File: config.mk
export PLATFORM = sky130hd
export DESIGN_NAME = ahb_lite_bus_arbiter
export DESIGN_NICKNAME = d
export VERILOG_FILES = /design/src/rtl/ahb_lite_bus_arbiter.sv
export SDC_FILE = /design/constraint.sdc
export NUM_CORES = 1
export LEC_CHECK = 0
export CAP_MARGIN = 15
export CELL_PAD_IN_SITES_DETAIL_PLACEMENT = 1
export CELL_PAD_IN_SITES_GLOBAL_PLACEMENT = 1
export CORE_ASPECT_RATIO = 1.1
export CORE_MARGIN = 5
export CORE_UTILIZATION = 11
export DETAILED_ROUTE_END_ITERATION = 16
export HOLD_SLACK_MARGIN = 0.05
export PLACE_DENSITY = 0.78
export SLEW_MARGIN = 20
export SYNTH_ARGS = -nofsm -noshare
export SYNTH_HDL_FRONTEND = slang
export SYNTH_SLANG_ARGS = --single-unit
File: constraint.sdc
create_clock -name HCLK -period 1.9 [get_ports HCLK]
set_clock_uncertainty 0.2 [all_clocks]
set_input_delay 0.38 -clock HCLK [delete_from_list [all_inputs] [get_ports HCLK]]
set_output_delay 0.38 -clock HCLK [all_outputs]
set_load 0.02 [all_outputs]
File: src/rtl/ahb_lite_bus_arbiter.sv
// ahb_lite_bus_arbiter
// Two-master AHB-Lite arbiter placed in front of the system decoder/mux.
// M0 is the Cortex-M0 and M1 is the secondary master (DMA/test).
// Ownership moves only when the owner is idle and unlocked while the other master requests.
// The bus then spends one arbitration cycle driving IDLE before the new owner appears.
// The non-owning master is stalled through its own HREADY while it requests.
// Optional feature: define AHB_ARB_RR_EN for a round-robin tie-break in arbitration.
// Without it, ties go to HIGH_PRI.
module ahb_lite_bus_arbiter #(
    parameter logic DEFAULT_MASTER = 1'b0,
    parameter logic HIGH_PRI       = 1'b0
) (
    input  logic        HCLK,
    input  logic        HRESETn,
    // master 0 (Cortex-M0)
    input  logic [31:0] HADDR_M0,
    input  logic [1:0]  HTRANS_M0,
    input  logic        HWRITE_M0,
    input  logic [2:0]  HSIZE_M0,
    input  logic [2:0]  HBURST_M0,
    input  logic [3:0]  HPROT_M0,
    input  logic        HMASTLOCK_M0,
    input  logic [31:0] HWDATA_M0,
    output logic [31:0] HRDATA_M0,
    output logic        HREADY_M0,
    output logic        HRESP_M0,
    // master 1 (DMA / test)
    input  logic [31:0] HADDR_M1,
    input  logic [1:0]  HTRANS_M1,
    input  logic        HWRITE_M1,
    input  logic [2:0]  HSIZE_M1,
    input  logic [2:0]  HBURST_M1,
    input  logic [3:0]  HPROT_M1,
    input  logic        HMASTLOCK_M1,
    input  logic [31:0] HWDATA_M1,
    output logic [31:0] HRDATA_M1,
    output logic        HREADY_M1,
    output logic        HRESP_M1,
    // shared bus
    output logic [31:0] HADDR,
    output logic [1:0]  HTRANS,
    output logic        HWRITE,
    output logic [2:0]  HSIZE,
    output logic [2:0]  HBURST,
    output logic [3:0]  HPROT,
    output logic        HMASTLOCK,
    output logic [31:0] HWDATA,
    input  logic [31:0] HRDATA,
    input  logic        HREADY,
    input  logic        HRESP,
    output logic        HMASTER
);

    // Bit 0 of the OWN encodings is the owning master, which keeps the address select trivial.
    localparam logic [1:0] ST_OWN0  = 2'b00;
    localparam logic [1:0] ST_OWN1  = 2'b01;
    localparam logic [1:0] ST_ARB   = 2'b10;
    localparam logic [1:0] ST_RESET = DEFAULT_MASTER ? ST_OWN1 : ST_OWN0;

    logic [1:0]  state_q, state_d;
    logic        last_q, last_d;      // most recent owner; drives the bus during ARB
    logic        downer_q, downer_d;  // owner of the current data phase
    logic        dact_q, dact_d;      // current data phase belongs to a real transfer

    // Per-master views of the inputs, indexed by master number.
    logic [31:0] haddr_m  [2];
    logic [1:0]  htrans_m [2];
    logic [2:0]  hsize_m  [2];
    logic [2:0]  hburst_m [2];
    logic [3:0]  hprot_m  [2];
    logic [31:0] hwdata_m [2];
    logic [1:0]  hwrite_m;
    logic [1:0]  hmastlock_m;

    logic [1:0]  req;
    logic [1:0]  hready_m;
    logic [1:0]  hresp_m;
    logic        in_arb;
    logic        sel;
    logic        tie_winner;
    logic        winner;

    assign haddr_m[0]  = HADDR_M0;
    assign haddr_m[1]  = HADDR_M1;
    assign htrans_m[0] = HTRANS_M0;
    assign htrans_m[1] = HTRANS_M1;
    assign hsize_m[0]  = HSIZE_M0;
    assign hsize_m[1]  = HSIZE_M1;
    assign hburst_m[0] = HBURST_M0;
    assign hburst_m[1] = HBURST_M1;
    assign hprot_m[0]  = HPROT_M0;
    assign hprot_m[1]  = HPROT_M1;
    assign hwdata_m[0] = HWDATA_M0;
    assign hwdata_m[1] = HWDATA_M1;
    assign hwrite_m    = {HWRITE_M1, HWRITE_M0};
    assign hmastlock_m = {HMASTLOCK_M1, HMASTLOCK_M0};

    assign in_arb = (state_q == ST_ARB);
    // During ARB the bus keeps presenting the last owner's signals (with HTRANS forced to IDLE).
    assign sel     = in_arb ? last_q : state_q[0];
    assign HMASTER = sel;

    // Per-master request, stall and response gating.
    for (genvar gi = 0; gi < 2; gi++) begin : g_master
        localparam logic ID = (gi == 1);
        assign req[gi]      = htrans_m[gi][1];
        // The address owner sees the real bus ready.
        // Any other master is stalled only while it requests, so its address is held.
        assign hready_m[gi] = (!in_arb && (sel == ID)) ? HREADY : ~req[gi];
        // A master with no active data phase on the bus cannot be the target of a response.
        assign hresp_m[gi]  = (dact_q && (downer_q == ID)) ? HRESP : 1'b0;
    end

    assign HREADY_M0 = hready_m[0];
    assign HREADY_M1 = hready_m[1];
    assign HRESP_M0  = hresp_m[0];
    assign HRESP_M1  = hresp_m[1];
    assign HRDATA_M0 = HRDATA;
    assign HRDATA_M1 = HRDATA;
    assign HWDATA    = hwdata_m[downer_q];

`ifdef AHB_ARB_RR_EN
    // Round robin: a tie goes to whichever master did not own the bus last.
    assign tie_winner = ~last_q;
`else
    // Fixed priority: a tie always goes to HIGH_PRI.
    assign tie_winner = HIGH_PRI;
`endif

    // Address-phase mux; HTRANS is forced IDLE while arbitrating or held in reset.
    always_comb begin
        HADDR     = haddr_m[sel];
        HWRITE    = hwrite_m[sel];
        HSIZE     = hsize_m[sel];
        HBURST    = hburst_m[sel];
        HPROT     = hprot_m[sel];
        HMASTLOCK = hmastlock_m[sel];
        HTRANS    = (in_arb || !HRESETn) ? 2'b00 : htrans_m[sel];
    end

    // Ownership FSM and data-phase tracking; everything is frozen during wait states.
    always_comb begin
        state_d  = state_q;
        last_d   = last_q;
        downer_d = downer_q;
        dact_d   = dact_q;

        if (req[0] && req[1]) begin
            winner = tie_winner;
        end else if (req[0]) begin
            winner = 1'b0;
        end else if (req[1]) begin
            winner = 1'b1;
        end else begin
            winner = last_q;
        end

        case (state_q)
            ST_OWN0, ST_OWN1: begin
                // Release only at an idle, unlocked point while the other master waits.
                if (HREADY && !req[sel] && !hmastlock_m[sel] && req[~sel]) begin
                    state_d = ST_ARB;
                end
            end
            ST_ARB: begin
                if (HREADY) begin
                    state_d = winner ? ST_OWN1 : ST_OWN0;
                    last_d  = winner;
                end
            end
            default: begin
                state_d = ST_RESET;
                last_d  = DEFAULT_MASTER;
            end
        endcase

        if (HREADY) begin
            downer_d = sel;
            dact_d   = in_arb ? 1'b0 : htrans_m[sel][1];
        end
    end

    // State registers with synchronous active-low reset.
    always_ff @(posedge HCLK) begin
        if (!HRESETn) begin
            state_q  <= ST_RESET;
            last_q   <= DEFAULT_MASTER;
            downer_q <= DEFAULT_MASTER;
            dact_q   <= 1'b0;
        end else begin
            state_q  <= state_d;
            last_q   <= last_d;
            downer_q <= downer_d;
            dact_q   <= dact_d;
        end
    end

endmodule

# Word-level counts from Yosys, hierarchy flattened
# Index checks and enable logic that the tools add are counted.
# W data, S select, Z words.
[totals] in_bits=192 word_cells=78 register_bits=5
[classes] bitwise=7 eq_ne=4 n_lt_le_gt_ge=4 reduce_logical=17 mux=42
[op_table] cell="$mux W32" count=6
[op_table] cell="$mux W1" count=19
[op_table] cell="$mux W3" count=6
[op_table] cell="$mux W2" count=6
[op_table] cell="$mux W4" count=3
[op_table] cell="$logic_and A1 B1 Y1" count=8
[op_table] cell="$not A1 Y1" count=5
[op_table] cell="$ge A2 B2 Y1 const B" count=2
[op_table] cell="$logic_not A1 Y1" count=4
[op_table] cell="$lt A1 B2 Y1 const B" count=2
[op_table] cell="$ne A2 B2 Y1 const B" count=2
[op_table] cell="$not A1 Y2" count=2
[op_table] cell="$pmux W2 S2" count=1
[op_table] cell="$reduce_and A2 Y1" count=2
[op_table] cell="$eq A2 B1 Y1 const B" count=1
[op_table] cell="$eq A2 B2 Y1 const B" count=1
[op_table] cell="$logic_not A2 Y1" count=1
[op_table] cell="$pmux W1 S2" count=1
[op_table] cell="$reduce_or A2 Y1" count=1
[op_table] cell="$logic_or A1 B1 Y1" count=1

# Longest topological paths before layout
# Gate-level depths: netlist of run 1.
[logic_depth] word_depth=10 depth_mapped=5

# Least setup slack after synthesis of run 1
# OpenSTA, ideal clock, no wires.
[synth_path] path_kind="register -> output" from="reg state_q[0]" to="out HADDR[10]" path_buffers=2 arrival_time_ns=1.292 setup_slack_ns=0.028 required_time_ns=1.320 path_stages_with_launch=5 path_cell_list="dfxtp_1 buf_6 a21oi_4 buf_4 mux2_2"
[synth_via] elab_chain_cells=6
[synth_rtl] item="from (decl)" line="60" rtl="logic [1:0] state_q, state_d;"
[synth_rtl] item="from (signal assigned)" line="191" rtl="state_q <= state_d;"
[synth_rtl] item="$eq A2 B2 Y1" line="98" rtl="assign in_arb = (state_q == ST_ARB);"
[synth_rtl] item="$mux W1 *" line="100" rtl="assign sel = in_arb ? last_q : state_q[0];"
[synth_rtl] item="$not A1 Y2 (not written as such) *" line="132" rtl="HADDR = haddr_m[sel];"
[synth_rtl] item="$mux W32 (not written as such) * (3 in series)" line="132"
[synth_rtl] item="to (decl)" line="40" rtl="output logic [31:0] HADDR,"
# Mark *: on every way between the ends. The rest lies on a longest branch, timed or not. The select of a mux whose other input is x is not followed.

# Final worst setup path of run 1
[layout_path] from="reg state_q[1]" to="out HADDR[19]"
[layout_via] elab_chain_cells=6
[layout_rtl] item="$eq A2 B2 Y1" line="98"
[layout_rtl] item="$mux W1" line="100"
[layout_rtl] item="$not A1 Y2 (not written as such)" line="132"
[layout_rtl] item="$mux W32 (not written as such) (3 in series)" line="132"
# No other way between the ends. The select of a mux whose other input is x is not followed.

==> results of run 1 <==
[cells by family (layout without fill, tap and decap cells)]
logic type             count (synthesis)  in the layout  share of synthesized area
AOI/OAI and AO/OA                     11             11                     0.0472
buffers and inverters                 77            279                      0.330
DFF                                    5              5                     0.0581
muxes                                 77             77                      0.503
and+or+nand+nor                       17             17                     0.0617
[cells in the mapped netlist]
cell type  instances
buf_2              5
buf_6              4
dfxtp_1            5
buf_4             65
nor2_1             2
nand2_1            4
inv_1              2
mux2_2            75
mux2i_1            1
o21ai_0            4
nor3b_1            1
nand4b_1           2
a21oi_4            1
buf_1              1
nand3_1            1
mux2_1             1
a22oi_1            2
a21boi_1           1
nand4_1            1
o211a_1            1
nor2b_1            2
and3_1             1
nor4bb_1           2
or3b_1             1
a21oi_1            1
a21boi_0           1
[per-stage QoR]
step	setup TNS, ps	area [µm²]
3_5_place_dp	-28890	3980
4_1_cts	-11330	4380
6_report	-8460	4510
2_1_floorplan	0	1720
3_3_place_gp	-27130	3980
5_1_grt	-10450	4510
[power by group through the flow]
| stage | clock, µW | combinational, µW | sequential [µW] |
|---|---|---|---|
| 2_1_floorplan | 0 | 487 | 112 |
| 3_3_place_gp | 0 | 861 | 114 |
| 3_5_place_dp | 0 | 873 | 114 |
| 4_1_cts | 354 | 943 | 114 |
| 5_1_grt | 359 | 1020 | 115 |
| 6_report | 344 | 971 | 115 |
[sequential cells by signal, indices dropped and copies added, names as in the netlist]
signal,count
state_q,2
dact_q,1
last_q,1
downer_q,1
[cell type report]
type | count | area (µm²)
Inverter | 2 | 7.51
Tap cell | 200 | 250
Multi-Input combinational cell | 105 | 1280
Fill cell | 1785 | 11000
Sequential cell | 5 | 106
Timing Repair Buffer | 273 | 2790
Clock buffer | 4 | 78.8
[placed cells by master (no fill, tap or decap), drive strengths merged, types with 2 or more instances in the layout]
cell type and count:
a21boi 2, a21oi 2, a22oi 2, buf 112
clkbuf 6, clkdlybuf4s50 158, dfxtp 5, inv 2
mux2 76, nand2 4, nand4b 2, nor2 2
nor2b 2, nor4bb 2, o21ai 4
[worst max path at each step]
stage	from	to	slack [ps]	cells after the start
after floorplan	state_q[0]$_SDFFE_PN0P_	HADDR[10]	30	4
after global placement	HREADY	HREADY_M1	-510	4
final	state_q[1]$_SDFFE_PN0P_	HADDR[19]	-230	5
after detailed placement	HREADY	HREADY_M1	-550	4
after CTS	last_q$_SDFFE_PN0P_	HADDR[4]	-280	6
after global routing	state_q[1]$_SDFFE_PN0P_	HADDR[16]	-270	5
[routing by layer]
metal	routed length, µm	part of all wire
met5	13	0.0011
met4	317	0.027
met3	1830	0.16
met2	6130	0.52
met1	3440	0.29
[what timing repair did]
item                                    in CTS  in global routing
cloned                                       7                  2
gates resized for setup                    460                 83
pin swaps                                    1                  2
buffers inserted                            13                  3
endpoints found under the setup margin      83                 80
[worst register-to-register path, cell delays in order (launching register included)]
cell       delay [ps]
dfxtp_2           330
a21oi_4           170
buf_6             170
clkbuf_16         170
buf_4             120
buf_4              90
nand2_1            50
o211a_1           120
==> results.cfg, run 1 <==
[clock_network]
cts-root-buf = clkbuf_16
clock_latency_ps = 230
hold_buffers = 0
clk_pin_slew_ps = 30
clkSinkCount = 5
htree_num_levels = 1
cts_tree = built
numCtsBuffers = 3
clockBufferDepth = 2

[power]
max-vdd-ir-drop_mv = 0.202
p_leak_uw = 0.00203
p_total_uw = 1430
p_int_uw = 1020
power_switching_uw = 414
sw_frac_of_total = 0.290
pwr-share-seq = 0.080
p_per_area_nw_per_um2 = 317
pwr-share-comb = 0.679
p_clk_frac = 0.241

[place]
place_congestion = 0.754
port_buffers = 242
place_ws_ps = -555
hpwl_um = 8750
placedCellCount = 570

[worst_hold_path]
holdPathStages = 3
min_from = last_q$_SDFFE_PN0P_
min_to = last_q$_SDFFE_PN0P_
hold_class = flop to flop

[worst_setup_path]
rr_startpoint = state_q[1]$_SDFFE_PN0P_
ff2ff_setup_slack_ps = 370
worstPathCellList = a21oi_4 -> buf_6 -> buf_16 -> mux2_2 -> buf_2
slowest_stage = mux2_2
crit_path_end_kind = primary output
required_ps = 1320
worstSetupStartpointType = flop
r2r_cells = 7
path_buf_inv = 3
path_class = flop to primary output
critPathMaxStageDelay_ps = 340
critPathMaxFanout = 11
cp_data_arrival_time_ps = 1550
cp_top_family = buffers and inverters
r2r-end = downer_q$_SDFFE_PN0P_

[detailed_routing]
routed_via_density = 3.70
drc = 0
drt-initial-drc-count = 17
post_drt_wl_per_cell_um = 19.9
drtAntennaViolNets = 0
dr.pass1.iters = 4
vias = 2182
drt-total-wl_um = 11700

[synth]
avgSynthCellArea_um2 = 9.21
syn_inst = 187
synth_nets = 379
synth_top_area_frac = 0.490
ys_top_cells_by_area = mux2_2 49%, buf_4 28%, dfxtp_1 5.8%
yosysWarningCount = 0
synth-seq-cells = 5
yosys.area.top_type = mux2_2
syn-cell-area_um2 = 1720
ys_seq_area_frac = 0.0581
yosys.cell_types.count = 26

[timing]
fin_ws_ps = -227
timing.slew.headroom = 0.743
hold_slack_ps = 424
fmax_mhz = 470
setup-violations-final = 44
rsz0062_at_grt = yes
maxSlewViolCount = 0
worst_slew_pin_slew_ps = 381
min_period_ps = 2130
hold_viol = 0
fin_crit_sh = 1.12

[floorplan]
io_pins = 339
die_w_um = 129
initial_core_util = 0.111
die_height_um = 141
die_area_um2 = 18300
coreArea_um2 = 15600
rows = 48

[global_route]
grt_max_degree = 13
met1_usage = 0.0924
met3_usage = 0.0591
grt_pass1_wl_um = 15200
grt_use_total = 0.111
gr-usage-met2 = 0.221
antenna_found_initial = 1
top_usage_layer = met2
grt_remaining_overflow = 0
first_global_vias = 2596

[final_layout]
antenna_cells = 0
area_growth_syn_to_layout_pct = 162
final_cells = 589
final_util = 0.290
drive_gt1_frac = 0.512
nets = 582

[run_status]
status = complete, but fails checks
violations = negative setup slack

[flow_run]
maxCapViolCount = 0
No activity file was read; power rests on OpenSTA's default activity.
==> inputs of run 2 (changes only) <==
--- a/config.mk
+++ b/config.mk
@@ -13,7 +13,7 @@
 export CORE_UTILIZATION = 11
 export DETAILED_ROUTE_END_ITERATION = 16
 export HOLD_SLACK_MARGIN = 0.05
-export PLACE_DENSITY = 0.78
+export PLACE_DENSITY_LB_ADDON = 0.05
 export SLEW_MARGIN = 20
 export SYNTH_ARGS = -nofsm -noshare
 export SYNTH_HDL_FRONTEND = slang
==> constraint.sdc (replaced) <==
create_clock -name HCLK -period 2.3 [get_ports HCLK]
set_clock_uncertainty 0.2 [all_clocks]
set_input_delay 0.46 -clock HCLK [delete_from_list [all_inputs] [get_ports HCLK]]
set_output_delay 0.46 -clock HCLK [all_outputs]
set_load 0.02 [all_outputs]
==> run 2 against run 1 <==
Effect of this change: the run now ends clean; core utilization decreased by 2.4 points; critical path depth unchanged; die area is the same; largest cell class unchanged; design area fell by 8.2%; combinational power decreased by 31%; via count decreased by 1.8%; sequential cell count did not move; wire length shrank 14%; worst setup slack gained 260 ps.
==> results.cfg, run 2 (synthesized netlist as in run 1, its figures left out) <==
[run_status]
status = completed

[worst_setup_path]
critPathMaxFanout = 5
worstPathCellList = a21oi_4 -> buf_6 -> clkbuf_16 -> mux2_2 -> buf_2
required_ps = 1640
rr_startpoint = state_q[0]$_SDFFE_PN0P_
r2r_cells = 5
r2r-end = last_q$_SDFFE_PN0P_
worst-path-stages = 5
slowest_stage = dfxtp_2
crit_path_start = state_q[1]$_SDFFE_PN0P_
crit_path_end_kind = primary output
path_class = flop to primary output
critPathMaxStageDelay_ps = 320
crit_end = HADDR[23]
cp_data_arrival_time_ps = 1600
path_buf_inv = 3
worstSetupStartpointType = flop
ff2ff_setup_slack_ps = 780
cp_top_family = buffers and inverters

[place]
port_buffers = 242
hpwl_um = 8660
place_congestion = 0.699
place_ws_ps = -269

[floorplan]
coreArea_um2 = 15600
initial_core_util = 0.111
io_pins = 339
rows = 48
die_w_um = 129
die_area_um2 = 18300
die_height_um = 141

[clock_network]
cts_tree = built
htree_num_levels = 1
clkSinkCount = 5
clockBufferDepth = 2
numCtsBuffers = 3
cts-root-buf = clkbuf_16
clock_latency_ps = 230
hold_buffers = 0
clk_pin_slew_ps = 30

[global_route]
antenna_found_initial = 2
first_global_vias = 2525
grt_max_degree = 18
grt_use_total = 0.100
grt_remaining_overflow = 0
grt_pass1_wl_um = 14100

[power]
max-vdd-ir-drop_mv = 0.167
p_per_area_nw_per_um2 = 254
p_leak_uw = 0.00173

[detailed_routing]
post_drt_wl_per_cell_um = 17.3
routed_via_density = 3.66
dr.pass1.iters = 2
drt-total-wl_um = 10100
vias = 2143
drtAntennaViolNets = 0
drc = 0
drt-initial-drc-count = 7

[timing]
rsz0062_at_grt = yes
fin_ws_ps = 37.1
setup-violations-final = 0
worst_slew_pin_slew_ps = 418
hold_viol = 0
fin_crit_sh = 0.984
maxSlewViolCount = 0
timing.slew.headroom = 0.718
min_period_ps = 2260
fmax_mhz = 442

[flow_run]
maxCapViolCount = 0

[final_layout]
final_util = 0.266
largest_reg_flops = 2
mostFrequentLayoutCells = 159 x clkdlybuf4s50_1, 72 x mux2_2, 36 x dlygate4sd2_1
nets = 577
largest_register = state_q
final_common_cell = clkdlybuf4s50_1
area_growth_syn_to_layout_pct = 140
drive_gt1_frac = 0.391

[worst_hold_path]
hold_class = flop to flop
## run 2: timing repair
| action | 4_1_cts | 5_1_grt |
|---|---|---|
| endpoints found under the setup margin | 82 | 36 |
| pin swaps | 1 | 1 |
| setup buffers | 7 | 0 |
| resized for setup | 206 | 68 |
| cloned | 2 | 2 |
## run 2: metal layers
| metal | routed length, µm | global-route usage | part of all wire | vias up |
|---|---|---|---|---|
| li1 | - | - | - | 986 |
| met1 | 2920 | 0.0826 | 0.29 | 950 |
| met2 | 5250 | 0.196 | 0.52 | 183 |
| met3 | 1750 | 0.0587 | 0.17 | 22 |
| met4 | 194 | 0.0304 | 0.019 | 2 |
| met5 | 13 | 0 | 0.0013 | - |
## run 2: worst reg2reg max path, stage by stage, from the launching register on
cell	delay (ps)
dfxtp_1	320
buf_4	150
buf_4	150
nor4bb_1	260
o21ai_0	170
a21boi_0	190
## run 2: report_power, final
part           switching [µW]  internal (µW)  total [µW]
Clock                    55.0            230         284
Sequential               3.13           90.3        93.5
Combinational             245            428         673
## run 2: cell type report
type	instances	area (µm²)
Sequential cell	5	103
Clock buffer	4	78.8
Tap cell	200	250
Multi-Input combinational cell	105	1070
Fill cell	1797	11400
Inverter	2	7.51
Antenna cell	1	2.50
Timing Repair Buffer	268	2630
## run 2: worst min-delay path by stage
stage | from | end | slack [ps] | cells after the start
2_1_floorplan | last_q$_SDFFE_PN0P_ | last_q$_SDFFE_PN0P_ | 290 | 2
3_3_place_gp | downer_q$_SDFFE_PN0P_ | downer_q$_SDFFE_PN0P_ | 330 | 1
3_5_place_dp | downer_q$_SDFFE_PN0P_ | downer_q$_SDFFE_PN0P_ | 340 | 1
4_1_cts | downer_q$_SDFFE_PN0P_ | downer_q$_SDFFE_PN0P_ | 350 | 1
5_1_grt | downer_q$_SDFFE_PN0P_ | downer_q$_SDFFE_PN0P_ | 350 | 1
6_report | downer_q$_SDFFE_PN0P_ | downer_q$_SDFFE_PN0P_ | 340 | 1
## run 2: per-stage QoR
step           power (µW)  area [µm²]  setup TNS, ps  hold slack [ps]  std cells
2_1_floorplan         495        1720              0              287        187
3_3_place_gp          812        3990          -5310              330        570
3_5_place_dp          813        3990          -5230              337        570
4_1_cts              1040        3970           -389              355        583
5_1_grt              1110        4140           -181              350        585
6_report             1050        4140              0              341        585
